**config.mk**
```make
export PLATFORM = sky130hd
export DESIGN_NAME = sm4_group_packer
export DESIGN_NICKNAME = d
export VERILOG_FILES = /design/src/rtl/sm4_encryptor_pkg.sv /design/src/rtl/sm4_word_assembler.sv /design/src/rtl/sm4_group_packer.sv
export SDC_FILE = /design/constraint.sdc
export NUM_CORES = 1
export LEC_CHECK = 0
export ABC_AREA = 1
export BUFFER_PORTS_ARGS = -buffer_cell sky130_fd_sc_hd__buf_2
export CORE_MARGIN = 4
export CORE_UTILIZATION = 45
export DETAILED_ROUTE_END_ITERATION = 6
export PLACE_DENSITY = 0.65
export SLEW_MARGIN = 20
export SYNTH_ARGS = -nofsm -noshare
export SYNTH_HDL_FRONTEND = slang
export SYNTH_SLANG_ARGS = --single-unit
```
**constraint.sdc**
```tcl
create_clock -name clk_i -period 3 [get_ports clk_i]
set_clock_uncertainty 0.2 [all_clocks]
set_input_delay 0.6 -clock clk_i [delete_from_list [all_inputs] [get_ports clk_i]]
set_output_delay 0.6 -clock clk_i [all_outputs]
set_load 0.1 [all_outputs]
```
**src/rtl/sm4_encryptor_pkg.sv**
```systemverilog
// Shared constants and types for the SM4 encryptor front end.
//   group_size_p       : width of one SM4 block / key
//   word_width_p       : width of the input word streams (divides group_size_p)
//   words_per_group_lp : number of words packed into one group
package sm4_encryptor_pkg;

    localparam int group_size_p       = 128;
    localparam int word_width_p       = 32;
    localparam int words_per_group_lp = group_size_p / word_width_p;

    typedef enum logic {S_FILL, S_SEND} sm4_packer_state_e;

    typedef logic [group_size_p-1:0] sm4_group_t;

endpackage

```
**src/rtl/sm4_word_assembler.sv**
```systemverilog
// Packs a stream of words into one group, big-endian (first word in the top
// slot). The first word of each group clears the other slots, so slots that
// a short group never writes read back as zero.
//   clk_i, reset_i : clock, synchronous active-low reset
//   wr_i           : accept word_i this cycle
//   word_i         : incoming word
//   last_i         : this word closes the group early
//   empty_o        : no words of the current group collected yet
//   full_o         : this write lands in the final slot
//   close_o        : this write closes the group (final slot or last_i)
//   group_o        : group contents including this cycle's write
module sm4_word_assembler
    import sm4_encryptor_pkg::*;
(
    input  logic                    clk_i,
    input  logic                    reset_i,
    input  logic                    wr_i,
    input  logic [word_width_p-1:0] word_i,
    input  logic                    last_i,
    output logic                    empty_o,
    output logic                    full_o,
    output logic                    close_o,
    output sm4_group_t              group_o
);

    localparam int cnt_w_lp = $clog2(words_per_group_lp);
    typedef logic [cnt_w_lp-1:0] cnt_t;
    localparam cnt_t last_slot_lp = cnt_t'(words_per_group_lp - 1);

    logic [words_per_group_lp-1:0][word_width_p-1:0] slots_q, slots_d;
    cnt_t cnt_q, cnt_d;

    always_comb begin
        slots_d = slots_q;
        cnt_d   = cnt_q;
        full_o  = wr_i && (cnt_q == last_slot_lp);
        close_o = wr_i && (last_i || (cnt_q == last_slot_lp));
        if (wr_i) begin
            if (cnt_q == '0) slots_d = '0;
            // Packed index last_slot is the MSB slot, giving big-endian order.
            slots_d[last_slot_lp - cnt_q] = word_i;
            cnt_d = close_o ? '0 : cnt_q + 1'b1;
        end
    end

    always_ff @(posedge clk_i) begin
        if (!reset_i) begin
            slots_q <= '0;
            cnt_q   <= '0;
        end else begin
            slots_q <= slots_d;
            cnt_q   <= cnt_d;
        end
    end

    assign empty_o = (cnt_q == '0);
    assign group_o = slots_d;

endmodule

```
**src/rtl/sm4_group_packer.sv**
```systemverilog
// Feeder for the SM4 core: packs data and key word streams into 128-bit
// groups and hands {content, key, mode} to the core with valid/ready.
//   clk_i, reset_i        : clock, synchronous active-low reset
//   word_i/_v_i/_last_i   : data word stream; last closes a short group
//   mode_i                : 1=decrypt, taken from the first word of a group
//   word_ready_o          : data handshake ready
//   key_word_i/_v_i       : key word stream
//   key_word_ready_o      : key handshake ready
//   content_o, key_o      : packed group and committed key to core
//   encode_or_decode_o    : mode of the presented group
//   v_o / ready_i         : group handshake with the core
//   invalid_cache_o       : one-cycle pulse after a key commit
//   padded_o              : presented group was zero-padded
//   group_cnt_o           : groups handed off since reset (wraps)
module sm4_group_packer
    import sm4_encryptor_pkg::*;
(
    input  logic                    clk_i,
    input  logic                    reset_i,
    input  logic [word_width_p-1:0] word_i,
    input  logic                    word_v_i,
    input  logic                    word_last_i,
    input  logic                    mode_i,
    output logic                    word_ready_o,
    input  logic [word_width_p-1:0] key_word_i,
    input  logic                    key_word_v_i,
    output logic                    key_word_ready_o,
    output sm4_group_t              content_o,
    output sm4_group_t              key_o,
    output logic                    encode_or_decode_o,
    output logic                    v_o,
    input  logic                    ready_i,
    output logic                    invalid_cache_o,
    output logic                    padded_o,
    output logic [7:0]              group_cnt_o
);

    sm4_packer_state_e state_q;
    sm4_group_t        content_q, key_q;
    logic              key_loaded_q, mode_q, enc_q, padded_q, v_q, inv_q;
    logic [7:0]        group_cnt_q;

    logic       w_acc, k_acc;
    logic       d_empty, d_full, d_close;
    logic       k_empty, k_full, k_close;
    sm4_group_t d_group, k_group;

    // Key words only enter between groups; data waits for a complete key and
    // yields to a key word presented in the same cycle.
    assign key_word_ready_o = (state_q == S_FILL) && d_empty;
    assign word_ready_o     = (state_q == S_FILL) && key_loaded_q && k_empty && !key_word_v_i;
    assign w_acc            = word_v_i && word_ready_o;
    assign k_acc            = key_word_v_i && key_word_ready_o;

    sm4_word_assembler u_data (
        .clk_i   (clk_i),
        .reset_i (reset_i),
        .wr_i    (w_acc),
        .word_i  (word_i),
        .last_i  (word_last_i),
        .empty_o (d_empty),
        .full_o  (d_full),
        .close_o (d_close),
        .group_o (d_group)
    );

    sm4_word_assembler u_key (
        .clk_i   (clk_i),
        .reset_i (reset_i),
        .wr_i    (k_acc),
        .word_i  (key_word_i),
        .last_i  (1'b0),
        .empty_o (k_empty),
        .full_o  (k_full),
        .close_o (k_close),
        .group_o (k_group)
    );

    always_ff @(posedge clk_i) begin
        if (!reset_i) begin
            state_q      <= S_FILL;
            content_q    <= '0;
            key_q        <= '0;
            key_loaded_q <= 1'b0;
            mode_q       <= 1'b0;
            enc_q        <= 1'b0;
            padded_q     <= 1'b0;
            v_q          <= 1'b0;
            inv_q        <= 1'b0;
            group_cnt_q  <= '0;
        end else begin
            inv_q <= 1'b0;
            case (state_q)
                S_FILL: begin
                    // Key stream has no early close, so commit needs all slots.
                    if (k_close && k_full) begin
                        key_q        <= k_group;
                        key_loaded_q <= 1'b1;
                        inv_q        <= 1'b1;
                    end
                    if (w_acc && d_empty) mode_q <= mode_i;
                    if (d_close) begin
                        content_q <= d_group;
                        // A one-word group closes on its first word.
                        enc_q     <= d_empty ? mode_i : mode_q;
                        padded_q  <= !d_full;
                        v_q       <= 1'b1;
                        state_q   <= S_SEND;
                    end
                end
                S_SEND: begin
                    if (ready_i) begin
                        v_q         <= 1'b0;
                        state_q     <= S_FILL;
                        group_cnt_q <= group_cnt_q + 8'd1;
                    end
                end
                default: state_q <= S_FILL;
            endcase
        end
    end

    assign content_o          = content_q;
    assign key_o              = key_q;
    assign encode_or_decode_o = enc_q;
    assign v_o                = v_q;
    assign invalid_cache_o    = inv_q;
    assign padded_o           = padded_q;
    assign group_cnt_o        = group_cnt_q;

endmodule

```
==> flow_metrics.py, run 1 <==
metrics = {
    "cts": {
        "cts_buffer_depth": 3,
        "cts_sinks": 510,
        "tritoncts": "built",
        "cts_root_buffer": "clkbuf_16",
        "h-tree-depth": 2,
        "path_clk_slew_ns": 0.06,
        "clock_latency_ns": 0.60,
        "cts_buffers": 55,
        "cts_setup_buffers": 0,
        "cts_resized": 0,
        "holdBufCountCts": 0,
    },
    "placement": {
        "place_area_mm2": 0.0247,
        "dp_hpwl_um": 45600,
        "pre_cts_ws_ns": 0.514,
        "port_buffers": 340,
        "gp_congestion": 0.815,
    },
    "floorplanning": {
        "die_area_mm2": 0.0534,
        "io_pins": 341,
        "die_y_um": 231,
        "coreArea_mm2": 0.0491,
        "fp.dieW_um": 231,
        "start_util": 0.457,
        "rows": 81,
    },
    "yosys": {
        "syn_area_mm2": 0.0224,
        "synthFlopType": "dfxtp_1",
        "synth-edff-count": 0,
        "synth_warnings": 0,
        "yosysTopAreaCell": "dfxtp_1",
        "synth_top_area_share": 0.456,
        "syn_inst": 3311,
        "synth_seq_cells": 510,
        "synth_top_cells_by_count": "nand2_1, dfxtp_1, inv_1",
        "syn_avg_cell_area_um2": 6.76,
        "synth.distinct_cells": 22,
        "seq_area_frac_synth": 0.456,
        "post-synth-top-count-cell": "nand2_1",
        "synthTopCellsByArea": "dfxtp_1, nand2_1, a21oi_1, nand3_1, inv_1",
        "syn_nets": 3391,
        "async_reset_ff_frac": 0,
    },
    "detailed_routing": {
        "first_iter_violations": 1639,
        "drcViolationCount": 0,
        "viasPerCell": 4.95,
        "routed_wl_um": 69000,
        "drtAntennaViolNets": 0,
        "vias": 20900,
        "wl_per_cell_um": 16.3,
        "first_pass_iters": 6,
    },
    "sta": {
        "slew_headroom": 0.533,
        "setup_viol": 0,
        "tightest_slew_ns": 0.701,
        "layout_setup_ws_ns": 0.145,
        "finalHoldViolCount": 0,
        "rsz0062_at_grt": "no",
        "drv_slew": 0,
        "post-route-min-period_ns": 2.86,
        "min_period_over_period": 0.952,
        "fmax_ghz": 0.350,
        "setup_tns_ns": 0,
    },
    "power": {
        "p_total_mw": 15.2,
        "vdd_drop_max_mv": 0.452,
        "power.leakage_nw": 13.2,
        "power.density_mw_per_mm2": 573,
    },
    "global_routing": {
        "track_usage": 0.250,
        "antenna_found_initial": 6,
        "grt_pass1_vias": 18800,
        "grt_max_degree": 135,
        "grt_first_pass_wirelength_um": 107000,
        "grt-ovfl-total": 0,
    },
    "layout": {
        "drive_gt1_frac": 0.149,
        "seq_area_mm2": 0.0102,
        "multi_input_area_mm2": 0.00997,
        "fin_util": 0.540,
        "final_net_count": 3602,
        "finalInstanceArea_mm2": 0.0265,
        "n_fill_cell": 5062,
        "syn2layout_area_growth_pct": 18.3,
    },
    "worst_setup_path": {
        "r2r_cells": 11,
        "cp_slowest_cell": "dfxtp_1",
        "path_depth": 6,
        "cp_cell_sequence": "inv_1, ha_1, inv_4, nor2_2, buf_4, buf_12",
        "critical_path.top_delay_family": "buffers and inverters",
        "end_kind": "output pin",
        "worst_ep_required_time_ns": 2.20,
        "start_kind": "flop",
        "cp.buffers_inverters": 4,
        "worstPathMaxFanout": 24,
        "arrival_ns": 2.06,
        "slowest_delay_ns": 0.39,
        "critical_path_class": "reg2out",
    },
    "min_path": {
        "hold_path.class": "in2reg",
        "holdPathStages": 3,
    },
    "flow_run": {
        "cap_violations": 0,
    },
    "outcome": {
        "outcome": "finished clean",
    },
}
-- metrics by stage --
stage	std cells	hold slack [ns]
after CTS	4232	0.0539
after global routing	4232	0.104
after floorplan	3311	0.231
after global placement	4129	0.237
final	4233	0.0910
after detailed placement	4129	0.241
-- layer usage --
layer,global-route usage,part of all wire,vias up
li1,-,-,10900
met1,0.326,0.43,9354
met2,0.408,0.46,539
met3,0.0488,0.064,119
met4,0.104,0.042,6
met5,0,0.00054,-
-- placed cells by master (no fill, tap or decap), types with 15 or more instances in the layout --
cell       count
a21oi_1      278
buf_12        20
buf_2        337
buf_4         30
clkbuf_16     57
clkbuf_8      16
clkinv_2      15
dfxtp_1      510
inv_1        338
nand2_1      994
nand3_1      273
nor2_1       271
o2111ai_1     32
o21a_1        65
o21ai_0      251
or2_2         32
-- layout make-up --
cell class                 count  area share
antenna                        1   0.0000945
clock buffer                  85      0.0639
clock inverter                18     0.00543
inverter                     347      0.0495
multi-input combinational   2220       0.376
sequential                   510       0.385
tap                          664      0.0314
timing repair buffer         388      0.0879
-- tightest hold or removal path: stages --
cell and delay (ns):
buf_2 0.11, nand3_1 0.07, a21oi_1 0.06
-- final timing paths --
kind                                          to             from  slack, ns
worst max-delay path            key_word_ready_o  u_data.cnt_q[0]       0.14
worst min-delay path                      mode_q           mode_i       0.09
worst max register to register         key_o[57]   u_key.cnt_q[0]       0.51
worst min register to register               v_o              v_o       0.25
-- flip-flops by register name, indices dropped and copies added (netlist names) --
register / cells
u_key.cnt_q: 2
u_data.slots_q: 128
u_data.cnt_q: 2
state_q: 1
encode_or_decode_o: 1
key_loaded_q: 1
invalid_cache_o: 1
padded_o: 1
content_o: 128
group_cnt_o: 8
key_o: 128
v_o: 1
u_key.slots_q: 107
mode_q: 1
-- logic make-up (layout without fill, tap and decap cells) --
group,Yosys count,after routing,synth area share
and+or+nand+nor,1583,1583,0.285
AOI/OAI and AO/OA,628,628,0.153
adders and majority gates,9,9,0.00503
other,0,1,0
buffers and inverters,581,838,0.101
DFF,510,510,0.456
-- report_power, final --
part / switching (mW) / internal (mW)
Sequential: 0.0576 / 6.90
Combinational: 1.09 / 0.283
Clock: 2.81 / 4.04
Total: 3.96 / 11.2
Note: power is estimated with default switching activity, not from simulation.
==> run 2: changes to the inputs <==
--- a/config.mk
+++ b/config.mk
@@ -10,7 +10,7 @@
 export CORE_MARGIN = 4
 export CORE_UTILIZATION = 45
 export DETAILED_ROUTE_END_ITERATION = 6
-export PLACE_DENSITY = 0.65
+export PLACE_DENSITY = 0.74
 export SLEW_MARGIN = 20
 export SYNTH_ARGS = -nofsm -noshare
 export SYNTH_HDL_FRONTEND = slang
==> flow_metrics.py, run 2 (same netlist as run 1, synthesis figures left out) <==
metrics = {
    "layout": {
        "mostFrequentLayoutCells": "nand2_1, dfxtp_1, inv_1, buf_2, a21oi_1",
        "syn2layout_area_growth_pct": 18.4,
        "final_common_cell": "nand2_1",
        "n_fill_cell": 4779,
        "fin_util": 0.541,
        "drive_gt1_frac": 0.145,
        "final_net_count": 3596,
        "finalInstanceArea_mm2": 0.0265,
    },
    "worst_setup_path": {
        "cp_cell_sequence": "inv_1, ha_1, inv_4, nor2_2, buf_2",
        "worstPathMaxFanout": 4,
        "cp.buffers_inverters": 3,
        "arrival_ns": 1.99,
        "critical_path.top_delay_family": "buffers and inverters",
        "slowest_delay_ns": 0.46,
        "worst_ep_required_time_ns": 2.20,
        "rr_startpoint": "u_key.cnt_q[0]",
        "worstSetupStartpoint": "u_data.cnt_q[0]",
        "start_kind": "flop",
        "end_kind": "output pin",
        "critical_path_class": "reg2out",
        "cp_slowest_cell": "buf_2",
    },
    "global_routing": {
        "grt-ovfl-total": 0,
        "antenna_found_initial": 4,
        "grt_max_degree": 162,
        "grt_first_pass_wirelength_um": 104000,
        "track_usage": 0.242,
        "grt_pass1_vias": 18700,
    },
    "placement": {
        "port_buffers": 340,
        "gp_congestion": 0.850,
        "place_area_mm2": 0.0246,
        "dp_hpwl_um": 44900,
    },
    "cts": {
        "tritoncts": "built",
        "h-tree-depth": 2,
        "cts_buffers": 55,
        "cts_setup_buffers": 0,
        "holdBufCountCts": 0,
        "cts_buffer_depth": 3,
        "cts_resized": 0,
        "clock_latency_ns": 0.60,
        "path_clk_slew_ns": 0.06,
        "cts_root_buffer": "clkbuf_16",
        "cts_sinks": 510,
    },
    "detailed_routing": {
        "routed_wl_um": 67500,
        "vias": 21200,
        "drtAntennaViolNets": 0,
        "first_pass_iters": 6,
        "drcViolationCount": 0,
        "viasPerCell": 5.01,
        "first_iter_violations": 1921,
        "wl_per_cell_um": 16.0,
    },
    "floorplanning": {
        "die_y_um": 231,
        "start_util": 0.457,
        "fp.dieW_um": 231,
        "coreArea_mm2": 0.0491,
        "die_area_mm2": 0.0534,
        "rows": 81,
        "io_pins": 341,
    },
    "min_path": {
        "hold_path.class": "in2reg",
        "hold_start": "mode_i",
    },
    "sta": {
        "setup_tns_ns": 0,
        "slew_headroom": 0.491,
        "drv_slew": 0,
        "setup_viol": 0,
        "min_period_over_period": 0.930,
        "fmax_ghz": 0.359,
        "post-route-min-period_ns": 2.79,
        "rsz0062_at_grt": "no",
        "tightest_slew_ns": 0.764,
        "finalHoldViolCount": 0,
    },
    "power": {
        "vdd_drop_max_mv": 0.496,
        "power.density_mw_per_mm2": 582,
        "power.leakage_nw": 13.2,
    },
    "outcome": {
        "outcome": "finished clean",
    },
    "flow_run": {
        "cap_violations": 0,
    },
}
## run 2: cell count changes in the layout (fill, tap and decap cells not counted), sizes merged
cell,before,now
clkinv,16,7
buf,388,382
bufinv,2,8
clkbuf,85,79
clkinvlp,0,3
inv,347,349
diode,1,2
## run 2: layout make-up
cell class	instances	area, µm²	share of cell area
diodes	2	5.00	0.000189
clock buffers	79	1560	0.0587
clock inverters	20	330	0.0125
inverters	347	1310	0.0495
multi-input cells	2220	9970	0.376
flip-flops and latches	510	10200	0.385
well taps	664	831	0.0313
repair buffers	382	2300	0.0869
## run 2: worst paths after layout
kind | endpoint | slack (ns) | cells after the start
worst max-delay path | key_word_ready_o | 0.21 | 5
worst min-delay path | mode_q | 0.11 | 3
worst max register to register | key_o[69] | 0.54 | 11
worst min register to register | v_o | 0.25 | 2
## run 2: stage by stage
stage / instances / hold WS [ns] / setup WS (ns) / power (mW)
5_1_grt: 4222 / 0.0973 / 0.0791 / 16.0
4_1_cts: 4222 / 0.0826 / 0.182 / 15.6
3_3_place_gp: 4123 / 0.240 / 0.499 / 8.45
2_1_floorplan: 3311 / 0.231 / 0.103 / 8.06
3_5_place_dp: 4123 / 0.245 / 0.484 / 8.47
6_report: 4224 / 0.109 / 0.211 / 15.4
## run 2: where the power goes
| group | total, mW | switching, mW | internal [mW] |
|---|---|---|---|
| combinational | 1.36 | 1.08 | 0.284 |
| clock | 7.11 | 2.82 | 4.29 |
| sequential | 6.96 | 0.0573 | 6.90 |
## run 2: metal layers
layer  global-route usage  vias to the layer above  part of all wire
met5                    0                        -           0.00033
met4                0.100                        4             0.045
met3               0.0681                      141             0.085
met2                0.395                      663              0.46
met1                0.301                     9497              0.41
li1                     -                    10900                 -
## run 2: tightest hold or removal path: cells and delay by family
family,cells,cell delay (ns)
buffers and inverters,1,0.11
AND/OR/NAND/NOR,1,0.07
AO/OA/AOI/OAI,1,0.06
==> run 3: changes to the inputs <==
--- a/config.mk
+++ b/config.mk
@@ -7,11 +7,14 @@
 export LEC_CHECK = 0
 export ABC_AREA = 1
 export BUFFER_PORTS_ARGS = -buffer_cell sky130_fd_sc_hd__buf_2
+export CELL_PAD_IN_SITES_DETAIL_PLACEMENT = 0
+export CELL_PAD_IN_SITES_GLOBAL_PLACEMENT = 2
 export CORE_MARGIN = 4
-export CORE_UTILIZATION = 45
+export CORE_UTILIZATION = 32
 export DETAILED_ROUTE_END_ITERATION = 6
-export PLACE_DENSITY = 0.74
+export PLACE_DENSITY = 0.87
 export SLEW_MARGIN = 20
 export SYNTH_ARGS = -nofsm -noshare
 export SYNTH_HDL_FRONTEND = slang
+export SYNTH_HIERARCHICAL = 1
 export SYNTH_SLANG_ARGS = --single-unit
==> flow_metrics.py, run 3 <==
metrics = {
    "layout": {
        "final_net_count": 2997,
        "drive_gt1_frac": 0.172,
        "syn2layout_area_growth_pct": 20.9,
        "finalInstanceArea_mm2": 0.0244,
        "final_common_cell": "nor2_1",
        "fin_cells": 3796,
        "mostFrequentLayoutCells": "nor2_1, dfxtp_1, nand2_1",
    },
    "sta": {
        "finalHoldViolCount": 0,
        "min_period_over_period": 0.932,
        "post-route-min-period_ns": 2.80,
        "fmax_ghz": 0.358,
        "drv_slew": 0,
        "tightest_slew_ns": 0.750,
        "rsz0062_at_grt": "no",
        "slew_headroom": 0.498,
        "setup_tns_ns": 0,
        "setup_viol": 0,
    },
    "global_routing": {
        "grt_pass1_vias": 17400,
        "grt_max_degree": 133,
        "grt-ovfl-total": 0,
        "grt_first_pass_wirelength_um": 105000,
        "antenna_found_initial": 4,
        "track_usage": 0.197,
    },
    "yosys": {
        "synth_top_area_share": 0.526,
        "syn_area_mm2": 0.0202,
        "synthFlopType": "dfxtp_1",
        "syn_avg_cell_area_um2": 7.58,
        "syn_inst": 2665,
        "synth_warnings": 6,
        "post-synth-top-count-cell": "nor2_1",
        "seq_area_frac_synth": 0.526,
        "synth.distinct_cells": 25,
        "synth-edff-count": 0,
        "async_reset_ff_frac": 0,
        "syn_nets": 2749,
        "synthTopCellsByArea": "dfxtp_1, nor2_1, nand2_1, nand3_1, a21oi_1",
        "yosysTopAreaCell": "dfxtp_1",
        "synth_seq_cells": 531,
        "synth_top_cells_by_count": "nor2_1, dfxtp_1, nand2_1",
    },
    "placement": {
        "dpl.cell_count": 3689,
        "port_buffers": 340,
        "place_area_mm2": 0.0225,
        "gp_congestion": 0.805,
        "dp_hpwl_um": 47000,
    },
    "worst_setup_path": {
        "cp_cell_sequence": "inv_1, ha_1, buf_4, inv_1, nor2_1, clkbuf_4",
        "arrival_ns": 2.00,
        "worst_ep_required_time_ns": 2.20,
        "critical_path_class": "reg2out",
        "start_kind": "flop",
        "rrSetupSlack_ns": 0.22,
        "r2r_cells": 11,
        "r2r_end": "content_o[31]",
        "worst_path_most_repeated_cell": "inv_1",
        "end_kind": "output pin",
        "cp_slowest_cell": "dfxtp_1",
        "worstPathMaxFanout": 5,
        "slowest_delay_ns": 0.36,
        "rr_startpoint": "u_key/cnt_q[0]",
    },
    "cts": {
        "cts_buffers": 58,
        "cts_buffer_depth": 3,
        "cts_sinks": 531,
        "clock_latency_ns": 0.61,
        "tritoncts": "built",
        "path_clk_slew_ns": 0.06,
        "cts_setup_buffers": 0,
        "h-tree-depth": 2,
        "cts_root_buffer": "clkbuf_16",
    },
    "detailed_routing": {
        "routed_wl_um": 69500,
        "viasPerCell": 4.95,
        "drcViolationCount": 0,
        "vias": 18800,
        "first_iter_violations": 1573,
        "drtAntennaViolNets": 0,
        "first_pass_iters": 5,
        "wl_per_cell_um": 18.3,
    },
    "power": {
        "p_total_mw": 14.9,
        "vdd_drop_max_mv": 0.436,
        "power.leakage_nw": 11.8,
        "power.density_mw_per_mm2": 610,
    },
    "floorplanning": {
        "start_util": 0.325,
        "fp.dieW_um": 259,
        "die_area_mm2": 0.0672,
        "rows": 91,
        "coreArea_mm2": 0.0622,
        "die_y_um": 259,
        "io_pins": 341,
    },
    "min_path": {
        "min_to": "group_cnt_o[1]",
        "holdPathStages": 3,
        "hold_path.class": "in2reg",
        "hold_start": "ready_i",
    },
    "outcome": {
        "outcome": "finished clean",
    },
    "flow_run": {
        "cap_violations": 0,
    },
}
[run 3: metrics by stage]
stage	setup WS, ns	hold slack [ns]	utilization
floorplan	0.199	0.239	-
global placement	0.295	0.258	0.362
detailed placement	0.234	0.263	0.362
CTS	0.0664	0.0324	0.393
global route	0.00587	0.0607	0.393
finish	0.204	0.0712	0.393
[run 3: repair_timing]
item | 4_1_cts | 5_1_grt
hold buffers | 1 | 0
hold endpoints to repair | 1 | 0
setup endpoints to repair | 0 | 3
gates resized for setup | 0 | 3
[run 3: per-layer routing]
layer,vias to the layer above,global-route usage,wire [µm]
met5,-,0,17
met4,2,0.0544,1540
met3,95,0.0432,4980
met2,553,0.308,31300
met1,8892,0.276,31700
li1,9258,-,-
[run 3: how the worst max path moves through the flow]
| stage | start | slack [ns] | depth (start not counted) | to |
|---|---|---|---|---|
| after floorplan | u_data/cnt_q[0] | 0.20 | 4 | key_word_ready_o |
| after global placement | key_word_v_i | 0.30 | 9 | content_o[31] |
| after detailed placement | u_data/cnt_q[0] | 0.23 | 11 | key_o[102] |
| after CTS | u_data/cnt_q[0] | 0.07 | 6 | key_word_ready_o |
| after global routing | u_key/cnt_q[0] | 0.006 | 12 | content_o[91] |
| final | u_data/cnt_q[0] | 0.20 | 6 | key_word_ready_o |
[run 3: cell families (layout without fill, tap and decap cells)]
kind of cell | after synthesis | after routing | share of synthesized area
AOI/OAI and AO/OA | 531 | 531 | 0.132
adders and majority gates | 13 | 13 | 0.00805
buffers and inverters | 237 | 528 | 0.0594
DFF | 531 | 531 | 0.526
other | 1 | 4 | 0.000186
and+or+nand+nor | 1352 | 1352 | 0.275
[run 3: power breakdown]
part	switching, mW	internal (mW)	leakage [nW]
Sequential	0.0133	7.10	4.28
Combinational	0.492	0.153	6.60
Clock	2.96	4.20	0.963
Total	3.47	11.5	11.8
[run 3: layout make-up]
type	instances	area [µm²]
flip-flops and latches	531	10600
clock inverters	18	176
inverters	34	139
multi-input cells	1897	8400
well taps	837	1050
clock buffers	85	1750
repair buffers	391	2290
fillers	6542	37700
diodes	3	7.51
[run 3: critical path: cells and delay by family, from the launching register on]
| family | cells | cell delay [ns] |
|---|---|---|
| buf+inv | 4 | 0.72 |
| simple gates | 1 | 0.08 |
| fa+ha+maj | 1 | 0.22 |
| flops | 1 | 0.36 |
